<file path="src/rtl/rv32i_alu_decode_stage.sv">
// RV32I decode stage: registered valid/ready pipeline stage with a one-entry skid buffer.
// Decodes a fetched instruction into the ALU control bundle consumed by execute.
// Operand indices that an instruction does not read are driven as 0. The pc passes through
// unchanged, including for illegal encodings.
module rv32i_alu_decode_stage #(
  parameter int unsigned CNT_W = 16
) (
  input  logic             clk,
  input  logic             reset,
  input  logic             in_valid,
  output logic             in_ready,
  input  logic [31:0]      in_instr,
  input  logic [31:0]      in_pc,
  output logic             out_valid,
  input  logic             out_ready,
  output logic [3:0]       out_alu_ctrl,
  output logic [1:0]       out_a_sel,
  output logic             out_b_imm,
  output logic [31:0]      out_imm,
  output logic [4:0]       out_rd,
  output logic [4:0]       out_rs1,
  output logic [4:0]       out_rs2,
  output logic             out_is_branch,
  output logic             out_br_inv,
  output logic             out_illegal,
  output logic [31:0]      out_pc,
  output logic [CNT_W-1:0] illegal_cnt
);

  localparam logic [3:0] AluAdd  = 4'h0;
  localparam logic [3:0] AluSub  = 4'h1;
  localparam logic [3:0] AluAnd  = 4'h2;
  localparam logic [3:0] AluOr   = 4'h3;
  localparam logic [3:0] AluXor  = 4'h4;
  localparam logic [3:0] AluSll  = 4'h5;
  localparam logic [3:0] AluSrl  = 4'h6;
  localparam logic [3:0] AluSra  = 4'h7;
  localparam logic [3:0] AluEq   = 4'h8;
  localparam logic [3:0] AluLtu  = 4'h9;
  localparam logic [3:0] AluLt   = 4'hA;
  localparam logic [3:0] AluGeu  = 4'hB;
  localparam logic [3:0] AluGe   = 4'hC;
  localparam logic [3:0] AluJalr = 4'hD;

  localparam logic [6:0] OpcOp     = 7'b0110011;
  localparam logic [6:0] OpcOpImm  = 7'b0010011;
  localparam logic [6:0] OpcLui    = 7'b0110111;
  localparam logic [6:0] OpcAuipc  = 7'b0010111;
  localparam logic [6:0] OpcJal    = 7'b1101111;
  localparam logic [6:0] OpcJalr   = 7'b1100111;
  localparam logic [6:0] OpcLoad   = 7'b0000011;
  localparam logic [6:0] OpcStore  = 7'b0100011;
  localparam logic [6:0] OpcBranch = 7'b1100011;

  localparam logic [6:0] F7Zero = 7'b0000000;
  localparam logic [6:0] F7Alt  = 7'b0100000;

  localparam logic [1:0] ASelRs1  = 2'd0;
  localparam logic [1:0] ASelPc   = 2'd1;
  localparam logic [1:0] ASelZero = 2'd2;

  typedef struct packed {
    logic [3:0]  alu_ctrl;
    logic [1:0]  a_sel;
    logic        b_imm;
    logic [31:0] imm;
    logic [4:0]  rd;
    logic [4:0]  rs1;
    logic [4:0]  rs2;
    logic        is_branch;
    logic        br_inv;
    logic        illegal;
    logic [31:0] pc;
  } bundle_t;

  // ALU code for the funct7=0 register/immediate arithmetic group
  function automatic logic [3:0] alu_base(input logic [2:0] f3);
    logic [3:0] code;
    case (f3)
      3'b000:  code = AluAdd;
      3'b001:  code = AluSll;
      3'b010:  code = AluLt;
      3'b011:  code = AluLtu;
      3'b100:  code = AluXor;
      3'b101:  code = AluSrl;
      3'b110:  code = AluOr;
      default: code = AluAnd;
    endcase
    return code;
  endfunction

  logic [6:0]  opcode, funct7;
  logic [2:0]  funct3;
  logic [4:0]  f_rd, f_rs1, f_rs2;
  logic [31:0] imm_i, imm_s, imm_b, imm_u, imm_j, imm_sh;

  assign opcode = in_instr[6:0];
  assign f_rd   = in_instr[11:7];
  assign funct3 = in_instr[14:12];
  assign f_rs1  = in_instr[19:15];
  assign f_rs2  = in_instr[24:20];
  assign funct7 = in_instr[31:25];

  assign imm_i  = {{20{in_instr[31]}}, in_instr[31:20]};
  assign imm_s  = {{20{in_instr[31]}}, in_instr[31:25], in_instr[11:7]};
  assign imm_b  = {{19{in_instr[31]}}, in_instr[31], in_instr[7], in_instr[30:25],
                   in_instr[11:8], 1'b0};
  assign imm_u  = {in_instr[31:12], 12'b0};
  assign imm_j  = {{11{in_instr[31]}}, in_instr[31], in_instr[19:12], in_instr[20],
                   in_instr[30:21], 1'b0};
  assign imm_sh = {27'b0, in_instr[24:20]};

  bundle_t dec;
  logic    bad;

  // Combinational decode of the incoming instruction
  always_comb begin
    dec = '0;
    bad = 1'b0;
    case (opcode)
      OpcOp: begin
        dec.rd  = f_rd;
        dec.rs1 = f_rs1;
        dec.rs2 = f_rs2;
        if (funct7 == F7Zero) begin
          dec.alu_ctrl = alu_base(funct3);
        end else if (funct7 == F7Alt && funct3 == 3'b000) begin
          dec.alu_ctrl = AluSub;
        end else if (funct7 == F7Alt && funct3 == 3'b101) begin
          dec.alu_ctrl = AluSra;
        end else begin
          bad = 1'b1;
        end
      end
      OpcOpImm: begin
        dec.rd    = f_rd;
        dec.rs1   = f_rs1;
        dec.b_imm = 1'b1;
        if (funct3 == 3'b001) begin
          dec.alu_ctrl = AluSll;
          dec.imm      = imm_sh;
          bad          = (funct7 != F7Zero);
        end else if (funct3 == 3'b101) begin
          dec.alu_ctrl = (funct7 == F7Alt) ? AluSra : AluSrl;
          dec.imm      = imm_sh;
          bad          = (funct7 != F7Zero) && (funct7 != F7Alt);
        end else begin
          dec.alu_ctrl = alu_base(funct3);
          dec.imm      = imm_i;
        end
      end
      OpcLui: begin
        dec.rd    = f_rd;
        dec.a_sel = ASelZero;
        dec.b_imm = 1'b1;
        dec.imm   = imm_u;
      end
      OpcAuipc: begin
        dec.rd    = f_rd;
        dec.a_sel = ASelPc;
        dec.b_imm = 1'b1;
        dec.imm   = imm_u;
      end
      OpcJal: begin
        dec.rd    = f_rd;
        dec.a_sel = ASelPc;
        dec.b_imm = 1'b1;
        dec.imm   = imm_j;
      end
      OpcJalr: begin
        dec.rd       = f_rd;
        dec.rs1      = f_rs1;
        dec.alu_ctrl = AluJalr;
        dec.b_imm    = 1'b1;
        dec.imm      = imm_i;
        bad          = (funct3 != 3'b000);
      end
      OpcLoad: begin
        dec.rd    = f_rd;
        dec.rs1   = f_rs1;
        dec.b_imm = 1'b1;
        dec.imm   = imm_i;
      end
      OpcStore: begin
        dec.rs1   = f_rs1;
        dec.rs2   = f_rs2;
        dec.b_imm = 1'b1;
        dec.imm   = imm_s;
      end
      OpcBranch: begin
        dec.rs1       = f_rs1;
        dec.rs2       = f_rs2;
        dec.imm       = imm_b;
        dec.is_branch = 1'b1;
        case (funct3)
          3'b000: dec.alu_ctrl = AluEq;
          3'b001: begin
            dec.alu_ctrl = AluEq;
            dec.br_inv   = 1'b1;
          end
          3'b100: dec.alu_ctrl = AluLt;
          3'b101: dec.alu_ctrl = AluGe;
          3'b110: dec.alu_ctrl = AluLtu;
          3'b111: dec.alu_ctrl = AluGeu;
          default: bad = 1'b1;
        endcase
      end
      default: bad = 1'b1;
    endcase
    if (bad) begin
      dec         = '0;
      dec.illegal = 1'b1;
    end
    dec.pc = in_pc;
  end

  bundle_t          o_q, o_d, s_q, s_d;
  logic             o_valid_q, o_valid_d, s_valid_q, s_valid_d;
  logic [CNT_W-1:0] cnt_q, cnt_d;
  logic             accept, drain;

  // Ready depends only on skid occupancy, never on out_ready
  assign in_ready = ~s_valid_q & ~reset;
  assign accept   = in_valid & in_ready;
  assign drain    = o_valid_q & out_ready;

  // Next-state for output register, skid register and illegal counter
  always_comb begin
    o_d       = o_q;
    o_valid_d = o_valid_q;
    s_d       = s_q;
    s_valid_d = s_valid_q;
    cnt_d     = cnt_q;
    if (s_valid_q) begin
      if (drain) begin
        o_d       = s_q;
        s_d       = '0;
        s_valid_d = 1'b0;
      end
    end else if (accept) begin
      if (!o_valid_q || drain) begin
        o_d       = dec;
        o_valid_d = 1'b1;
      end else begin
        s_d       = dec;
        s_valid_d = 1'b1;
      end
    end else if (drain) begin
      o_valid_d = 1'b0;
    end
    if (drain && o_q.illegal && (cnt_q != {CNT_W{1'b1}})) begin
      cnt_d = cnt_q + {{(CNT_W-1){1'b0}}, 1'b1};
    end
  end

  // State registers with synchronous reset discarding any in-flight entries
  always_ff @(posedge clk) begin
    if (reset) begin
      o_q       <= '0;
      o_valid_q <= 1'b0;
      s_q       <= '0;
      s_valid_q <= 1'b0;
      cnt_q     <= '0;
    end else begin
      o_q       <= o_d;
      o_valid_q <= o_valid_d;
      s_q       <= s_d;
      s_valid_q <= s_valid_d;
      cnt_q     <= cnt_d;
    end
  end

  assign out_valid     = o_valid_q;
  assign out_alu_ctrl  = o_q.alu_ctrl;
  assign out_a_sel     = o_q.a_sel;
  assign out_b_imm     = o_q.b_imm;
  assign out_imm       = o_q.imm;
  assign out_rd        = o_q.rd;
  assign out_rs1       = o_q.rs1;
  assign out_rs2       = o_q.rs2;
  assign out_is_branch = o_q.is_branch;
  assign out_br_inv    = o_q.br_inv;
  assign out_illegal   = o_q.illegal;
  assign out_pc        = o_q.pc;
  assign illegal_cnt   = cnt_q;

endmodule
</file>
<file path="config.mk">
export PLATFORM = sky130hd
export DESIGN_NAME = rv32i_alu_decode_stage
export DESIGN_NICKNAME = d
export VERILOG_FILES = /design/src/rtl/rv32i_alu_decode_stage.sv
export SDC_FILE = /design/constraint.sdc
export NUM_CORES = 1
export LEC_CHECK = 0
export BUFFER_PORTS_ARGS = -buffer_cell sky130_fd_sc_hd__buf_2
export CORE_UTILIZATION = 50
export CTS_CLUSTER_SIZE = 25
export DETAILED_ROUTE_END_ITERATION = 16
export GPL_ROUTABILITY_DRIVEN = 1
export PLACE_DENSITY = 0.73
export RECOVER_POWER = 50
export SLEW_MARGIN = 20
export SYNTH_ARGS = -nofsm -noshare
export SYNTH_HDL_FRONTEND = slang
export SYNTH_SLANG_ARGS = --single-unit
</file>
<file path="constraint.sdc">
create_clock -name clk -period 2.5 [get_ports clk]
set_input_delay 0 -clock clk [delete_from_list [all_inputs] [get_ports clk]]
set_output_delay 0 -clock clk [all_outputs]
set_load 0.02 [all_outputs]
</file>
==> impl_metrics.ini, run 1 <==
[clocking]
max-clock-path-buffers = 2
cts_buffers = 17
clk_latency_ns = 0.44
tritoncts = done
clkTransAtPathRegs_ns = 0.08
cts_root_buf = clkbuf_16
htree_levels = 4
cts_sinks = 196
post_cts_buffers = 0

[die]
io_pins = 175
rows = 49
fp.dieArea_sq_mm = 0.0190
dieHeight_microns = 138
start_util_pct = 51.2
core_area_sq_mm = 0.0180
die_width_microns = 138

[grt]
grt_pass1_wl_mm = 42.8
track_usage_pct = 28.8
gr-total-overflow = 0
grt.busiest_layer = met2
antenna_found_initial = 0
grt_max_degree = 88
grt_pass1_vias = 8418
grt.met1_usage_pct = 37.6
globalRouteMet3Util_pct = 6.25
met2_usage_pct = 46.6

[worst_setup_path]
slowest_delay_ns = 0.71
start_kind = register
crit_path_max_fanout = 38
path_class = reg2reg
cp.arrival_ns = 2.64
cp_cell_sequence = nor4b_4, o21a_1, clkbuf_2, o2111ai_1, a21oi_1
critPathTopFamily = buffers and inverters
end_kind = register
slowest_stage = clkbuf_2
critPathBufInv = 1
critical_path_required_ns = 2.87

[sta]
tns_ns = 0
worst_slack_ns = 0.228
post-route-period-util_pct = 90.9
fin_worst_skew_ns = 0.0147
period_minus_slack_ns = 2.27
slew_headroom_pct = 31.4
grt_setup_unrepaired = false
setup-violations-final = 0
fmax_mhz = 440
maxSlewViolCount = 0
finalHoldViolations = 0
worstMarginPinSlew_ns = 1.02

[routing]
wire_per_inst_microns = 17.2
vias = 9238
drt_pass1_iterations = 5
route.detailed.drc = 0
via_per_inst = 5.87
drt_wl_total_mm = 27.2
ant_nets = 0
drt_iter0_drc = 617

[final_layout]
nNetsFinal = 1402
post-route-util_pct = 62.4
drive_gt1_share_pct = 12.3
area_growth_pct = 22.0
diodes = 0

[hold_path]
hold_class = in2reg

[yosys]
synth_area_per_cell_sq_um = 7.98
synthFlopType = dfxtp_1
yosysWarningCount = 0
synth_top_cell_by_area = dfxtp_1
synth_common_cells = dfxtp_1 (196), a21oi_1 (155), nand2_1 (147)
yosys-top-cells-area = dfxtp_1 (43%), a21oi_1 (8.4%), nand2_1 (6.0%), o21ai_0 (5.3%), a211oi_1 (3.3%)
synth.lib_cells_used.distinct = 77
yosysMostFrequentCell = dfxtp_1
syn_inst = 1155
synthesis.area_sq_mm = 0.00922
yosysSeqAreaShare_pct = 42.5
yosys_register_bits = 196
synthArstFlopShare_pct = 0
synth_nets = 1224
synth_edf_count = 0
synth_top_area_share_pct = 42.5

[placed_design]
numPortBuffers = 174
dp_slack_ns = 0.278
gp_congestion = 0.953
post-dp-hpwl_mm = 17.3

[run_status]
status = completed

[power]
p_leak_nw = 4.00
ir_drop_mv = 0.469
p_per_area_mw_per_mm2 = 632

[flow_run]
drv_cap = 0
tightest hold or removal path, delay by kind of cell:
kind	cells	cell delay [ns]
buffers and inverters	1	0.15
AND/OR/NAND/NOR	2	0.26
AO/OA/AOI/OAI	1	0.07
cells by family after synthesis:
| kind of cell | synth area share (%) |
|---|---|
| AO/OA/AOI/OAI | 27.3 |
| flip-flops | 42.5 |
| AND/OR/NAND/NOR | 22.7 |
| buffers and inverters | 5.74 |
| XOR/XNOR | 1.14 |
| adder cells (fa/ha/maj) | 0.136 |
| multiplexers | 0.448 |
layout by cell type, fill, tap and decap left out, types with 3 or more instances in the layout:
cell           synthesis  routed
o211ai_1              24      24
a31o_2                 8       8
a211oi_1              40      40
nor2_1                80      80
xor2_1                 3       3
nor3_1                38      38
dfxtp_1              196     195
mux2i_1                3       3
o32ai_1                3       3
nor4_1                 5       5
inv_6                  0       5
nand2_1              147     147
nand4_1                4       4
nor2b_1               38      38
xnor2_1                9       9
o21ai_1               13      12
and3_1                21      21
clkbuf_1              63     107
buf_2                 24      68
o21ai_0               97      97
and4_1                 2       3
o2111ai_1             23      23
clkbuf_16              0      17
o31ai_1                8       7
a21oi_1              155     155
o21a_1                 4       4
nand2b_1               7       7
dlygate4sd3_1          0      56
o2bb2ai_1              5       4
clkbuf_2               0       4
nand3_1               33      33
clkinv_8               0       4
a221oi_1               3       3
buf_4                  8      25
inv_1                 16      15
and2_1                10      10
per-stage QoR:
step,hold slack [ns],power [mW],std cells,instance area (sq um)
after floorplan,0.101,3.98,1155,9220
after global placement,0.293,4.31,1487,10200
after detailed placement,0.300,4.32,1487,10200
after CTS,0.0745,7.17,1575,11400
after global routing,0.112,7.39,1575,11300
final,0.0924,7.11,1575,11300
where the power goes:
group | total (mW) | internal [mW] | switching [mW] | leakage, nW
logic | 0.987 | 0.327 | 0.660 | 2.12
clock network | 2.81 | 1.44 | 1.37 | 0.294
registers | 3.31 | 3.24 | 0.0753 | 1.59
sequential cells by signal, summed over array words and instances, names as in the netlist, 2 cells and up:
signal	cells
s_q	89
out_imm	32
out_pc	32
illegal_cnt	16
out_rd	5
out_rs1	5
out_rs2	5
out_alu_ctrl	4
out_a_sel	2
cell type report:
cell class	count	area [sq um]
Tap cell	229	287
Clock buffer	17	425
Inverter	16	60.1
Multi-Input combinational cell	840	4810
Sequential cell	196	3930
Timing Repair Buffer	262	1550
Clock inverter	15	186
Fill cell	1656	6770
path summary, 6_finish.rpt:
check	from	depth (start not counted)	endpoint	slack, ns
max reg2reg	s_valid_q$_SDFF_PP0_	5	s_q[40]$_SDFFE_PP0P_	0.23
max	s_valid_q$_SDFF_PP0_	5	s_q[40]$_SDFFE_PP0P_	0.23
min	in_instr[31]	4	s_q[61]$_SDFFE_PP0P_	0.09
min reg2reg	s_q[53]$_SDFFE_PP0P_	2	s_q[53]$_SDFFE_PP0P_	0.44
routing by layer:
metal,vias up,routed length (microns)
li1,4515,-
met1,4333,11900
met2,352,12800
met3,38,1990
met4,0,538
met5,-,0
what timing repair did:
action | CTS | global route
hold buffers | 56 | 0
endpoints found under the hold margin | 86 | 0
resized for setup | 0 | 0
endpoints found under the setup margin | 0 | 0
Power figures use the tool's default switching activity.
==> inputs of run 2 (changes only) <==
--- a/config.mk
+++ b/config.mk
@@ -6,6 +6,7 @@
 export NUM_CORES = 1
 export LEC_CHECK = 0
 export BUFFER_PORTS_ARGS = -buffer_cell sky130_fd_sc_hd__buf_2
+export CORE_ASPECT_RATIO = 0.9
 export CORE_UTILIZATION = 50
 export CTS_CLUSTER_SIZE = 25
 export DETAILED_ROUTE_END_ITERATION = 16
==> impl_metrics.ini, run 2 (synthesized netlist as in run 1, its figures left out) <==
[final_layout]
layout.area.seq_sq_mm = 0.00393
top_register = s_q
fill_cells = 1639
area_growth_pct = 22.2
diodes = 0
multi_input_area_sq_mm = 0.00478
drive_gt1_share_pct = 12.3
nNetsFinal = 1409
post-route-util_pct = 63.2
final_common_cell = dfxtp_1
largest_reg_flops = 89
final_cell_mix = dfxtp_1 (195), a21oi_1 (155), nand2_1 (147)

[clocking]
cts_root_buf = clkbuf_16
cts_sinks = 196
postCtsResizedCells = 0
clk_latency_ns = 0.44
hold_buffers = 58
post_cts_buffers = 0
cts_buffers = 17
max-clock-path-buffers = 2
clkTransAtPathRegs_ns = 0.07
htree_levels = 4
tritoncts = done

[die]
fp.dieArea_sq_mm = 0.0190
core_area_sq_mm = 0.0178
rows = 46
dieHeight_microns = 131
io_pins = 175
start_util_pct = 51.7
die_width_microns = 145

[worst_setup_path]
crit-reg2reg-launch = s_valid_q$_SDFF_PP0_
cp-endpoint = out_alu_ctrl[0]$_SDFFE_PP0P_
slowest_delay_ns = 0.95
cp_cell_sequence = nor2_1, o21ai_0, o32ai_1
crit_start = s_valid_q$_SDFF_PP0_
r2r-end = out_alu_ctrl[0]$_SDFFE_PP0P_
path_class = reg2reg
slowest_stage = nor2_1
crit_path_max_fanout = 20
critical_path_required_ns = 2.83
end_kind = register
cp.arrival_ns = 2.62
start_kind = register
rr_worst_depth = 3
rrSetupSlack_ns = 0.21

[sta]
slew_headroom_pct = 19.2
whs_ns = 0.0699
post-route-period-util_pct = 91.5
fmax_mhz = 437
period_minus_slack_ns = 2.29
worst_slack_ns = 0.212
worstMarginPinSlew_ns = 1.21
tns_ns = 0
grt_setup_unrepaired = false
fin_worst_skew_ns = 0.00795
maxSlewViolCount = 0
finalHoldViolations = 0
setup-violations-final = 0

[placed_design]
post-dp-hpwl_mm = 18.0
numPortBuffers = 174
dp_slack_ns = 0.0337
gp_congestion = 0.963

[flow_run]
drv_cap = 0

[power]
ir_drop_mv = 0.524
total_power_mw = 7.07
p_per_area_mw_per_mm2 = 627
p_leak_nw = 4.02

[routing]
route.detailed.drc = 0
wire_per_inst_microns = 17.4
drt_pass1_iterations = 5
vias = 9285
via_per_inst = 5.83
ant_nets = 0
drt_iter0_drc = 830
drt_wl_total_mm = 27.8

[grt]
grt_pass1_vias = 8469
grt_pass1_wl_mm = 44.1
grt_max_degree = 70
track_usage_pct = 29.0
antenna_found_initial = 2
gr-total-overflow = 0

[hold_path]
min_delay_path_depth = 4
hold_class = in2reg

[run_status]
status = completed
-- run 2: cell count changes in the layout (fill, tap and decap cells not counted), moves of 4 or more --
cell | previous run | this run
o21ai_0 | 97 | 105
clkbuf_2 | 4 | 0
buf_4 | 25 | 34
inv_6 | 5 | 1
o21ai_1 | 12 | 4
-- run 2: worst min path at each step --
stage,start,to,slack [ns]
2_1_floorplan,out_ready,s_valid_q$_SDFF_PP0_,0.10
3_3_place_gp,out_ready,s_valid_q$_SDFF_PP0_,0.28
3_5_place_dp,out_ready,s_valid_q$_SDFF_PP0_,0.29
4_1_cts,in_instr[31],s_q[61]$_SDFFE_PP0P_,0.04
5_1_grt,in_instr[31],s_q[61]$_SDFFE_PP0P_,0.10
6_report,in_instr[31],s_q[61]$_SDFFE_PP0P_,0.07
-- run 2: worst max-delay path, delay by kind of cell, from the launching register on --
kind	cells	cell delay [ns]
flops	1	0.43
simple gates	1	0.95
compound gates	2	0.80
-- run 2: metrics by stage --
step | std cells | instance area, sq um
after floorplan | 1155 | 9220
final | 1593 | 11300
after global placement | 1503 | 10300
after detailed placement | 1503 | 10300
after global routing | 1593 | 11300
after CTS | 1593 | 11500
-- run 2: per-layer routing --
metal / vias to the layer above / GRT usage (%) / wire (microns)
met5: - / 0 / 0
met4: 0 / 9.66 / 626
met3: 57 / 7.40 / 2370
met2: 380 / 46.4 / 12400
met1: 4316 / 38.4 / 12400
li1: 4532 / - / -
-- run 2: area by class of cell --
type	instances	area share [%]
clock buffers	17	3.77
clock inverters	15	1.49
repair buffers	269	14.3
well taps	240	2.66
multi-input cells	840	42.4
flip-flops and latches	196	34.8
inverters	16	0.533
-- run 2: power by group --
part | internal (mW) | total [mW] | switching [mW]
combinational | 0.333 | 0.998 | 0.665
sequential | 3.24 | 3.31 | 0.0744
clock | 1.42 | 2.76 | 1.33
total | 4.99 | 7.07 | 2.07
==> inputs of run 3 (changes only) <==
--- a/config.mk
+++ b/config.mk
@@ -5,13 +5,14 @@
 export SDC_FILE = /design/constraint.sdc
 export NUM_CORES = 1
 export LEC_CHECK = 0
+export ABC_CLOCK_PERIOD_IN_PS = 2500
 export BUFFER_PORTS_ARGS = -buffer_cell sky130_fd_sc_hd__buf_2
 export CORE_ASPECT_RATIO = 0.9
 export CORE_UTILIZATION = 50
 export CTS_CLUSTER_SIZE = 25
 export DETAILED_ROUTE_END_ITERATION = 16
 export GPL_ROUTABILITY_DRIVEN = 1
-export PLACE_DENSITY = 0.73
+export PLACE_DENSITY = 0.79
 export RECOVER_POWER = 50
 export SLEW_MARGIN = 20
 export SYNTH_ARGS = -nofsm -noshare
==> impl_metrics.ini, run 3 (synthesized netlist as in run 1, its figures left out) <==
[placed_design]
post-dp-hpwl_mm = 18.5
numPortBuffers = 174
gp_congestion = 1.01
dp_cells = 1503

[routing]
wire_per_inst_microns = 17.9
drt_pass1_iterations = 5
drt_iter0_drc = 793
via_per_inst = 5.92
drt_wl_total_mm = 28.6
route.detailed.drc = 0
ant_nets = 0
vias = 9428

[clocking]
cts_sinks = 196
clkTransAtPathRegs_ns = 0.07
postCtsResizedCells = 0
cts_buffers = 17
max-clock-path-buffers = 2
cts_root_buf = clkbuf_16
clk_latency_ns = 0.43
htree_levels = 4
tritoncts = done

[power]
p_leak_nw = 4.03
p_per_area_mw_per_mm2 = 633
total_power_mw = 7.15
ir_drop_mv = 0.468

[sta]
setup-violations-final = 0
post-route-period-util_pct = 91.7
worstMarginPinSlew_ns = 0.821
slew_headroom_pct = 45.3
period_minus_slack_ns = 2.29
fmax_mhz = 436
tns_ns = 0
maxSlewViolCount = 0
grt_setup_unrepaired = false
fin_worst_skew_ns = 0.00829
finalHoldViolations = 0

[final_layout]
final_cell_mix = dfxtp_1 (195), a21oi_1 (155), nand2_1 (147)
area_growth_pct = 22.5
diodes = 0
nNetsFinal = 1409
drive_gt1_share_pct = 12.1
top_register = s_q
largest_reg_flops = 89
instances_no_fill = 1592
final_common_cell = dfxtp_1

[worst_setup_path]
start_kind = register
crit-reg2reg-launch = s_valid_q$_SDFF_PP0_
rr_worst_depth = 5
end_kind = register
path_class = reg2reg
r2r-end = s_q[31]$_SDFFE_PP0P_
crit_path_max_fanout = 43
cp.arrival_ns = 2.63
rrSetupSlack_ns = 0.21
critical_path_required_ns = 2.84

[die]
io_pins = 175
die_width_microns = 145
rows = 46
start_util_pct = 51.7
dieHeight_microns = 131
core_area_sq_mm = 0.0178
fp.dieArea_sq_mm = 0.0190

[grt]
antenna_found_initial = 2
grt_pass1_vias = 8701
grt_pass1_wl_mm = 45.6
track_usage_pct = 29.8
gr-total-overflow = 0
grt_max_degree = 80

[hold_path]
hold_class = in2reg
hold_start = in_instr[12]
min_delay_path_depth = 5
hold_end = s_q[62]$_SDFFE_PP0P_

[flow_run]
drv_cap = 0

[run_status]
status = completed
[run 3: changes by cell type in the layout (fill, tap and decap cells not counted), sizes merged]
cell | before | now
clkinvlp | 4 | 2
inv | 21 | 17
clkinv | 5 | 1
buf | 103 | 101
bufinv | 1 | 3
clkbuf | 125 | 134
[run 3: how the worst max path moves through the flow]
stage	start	endpoint	slack (ns)	cells after the start
final	s_valid_q$_SDFF_PP0_	s_q[31]$_SDFFE_PP0P_	0.21	5
after global routing	in_instr[26]	out_rd[0]$_SDFFE_PP0P_	0.09	8
after CTS	s_valid_q$_SDFF_PP0_	out_valid$_SDFFE_PP0P_	0.30	4
after detailed placement	s_valid_q$_SDFF_PP0_	s_q[58]$_SDFFE_PP0P_	0.34	4
after global placement	s_valid_q$_SDFF_PP0_	s_q[58]$_SDFFE_PP0P_	0.44	4
after floorplan	illegal_cnt[0]$_SDFFE_PP0P_	illegal_cnt[1]$_SDFFE_PP0P_	0.49	6
[run 3: layout make-up]
cell class | instances | area, sq um
timing repair buffer | 269 | 1610
tap | 240 | 300
sequential | 196 | 3930
inverter | 16 | 60.1
multi-input combinational | 840 | 4790
clock inverter | 7 | 120
fill | 1608 | 6550
clock buffer | 24 | 482
[run 3: power breakdown]
| group | internal, mW | total (mW) | switching [mW] |
|---|---|---|---|
| clock network | 1.66 | 2.83 | 1.18 |
| logic | 0.330 | 1.00 | 0.673 |
| registers | 3.24 | 3.31 | 0.0718 |
| total | 5.23 | 7.15 | 1.92 |
[run 3: critical path, stage by stage (launching register included)]
cell	delay, ns
dfxtp_4	0.45
and2_0	0.21
o21ai_2	0.65
buf_4	0.56
nand2_1	0.12
a21oi_1	0.21
[run 3: routing by layer]
| layer | part of all wire, % | up-vias | track usage, % | wire (microns) |
|---|---|---|---|---|
| li1 | - | 4517 | - | - |
| met1 | 44 | 4447 | 39.9 | 12600 |
| met2 | 46 | 405 | 47.9 | 13200 |
| met3 | 7.5 | 59 | 6.25 | 2150 |
| met4 | 2.2 | 0 | 10.5 | 635 |
| met5 | 0 | - | 0 | 0 |
[run 3: what timing repair did]
| action | CTS | global route |
|---|---|---|
| hold endpoints to repair | 86 | 0 |
| endpoints found under the setup margin | 0 | 0 |
| hold buffers | 58 | 0 |
| buffers inserted | 0 | 0 |
[run 3: through the flow]
| stage | worst slack [ns] | util [%] | hold WS [ns] | cell area (sq um) |
|---|---|---|---|---|
| global placement | 0.440 | 57.6 | 0.303 | 10300 |
| detailed placement | 0.345 | 57.6 | 0.306 | 10300 |
| global route | 0.0861 | 63.3 | 0.129 | 11300 |
| finish | 0.208 | 63.3 | 0.0760 | 11300 |
| CTS | 0.302 | 64.2 | 0.0631 | 11500 |
| floorplan | 0.493 | - | 0.101 | 9220 |
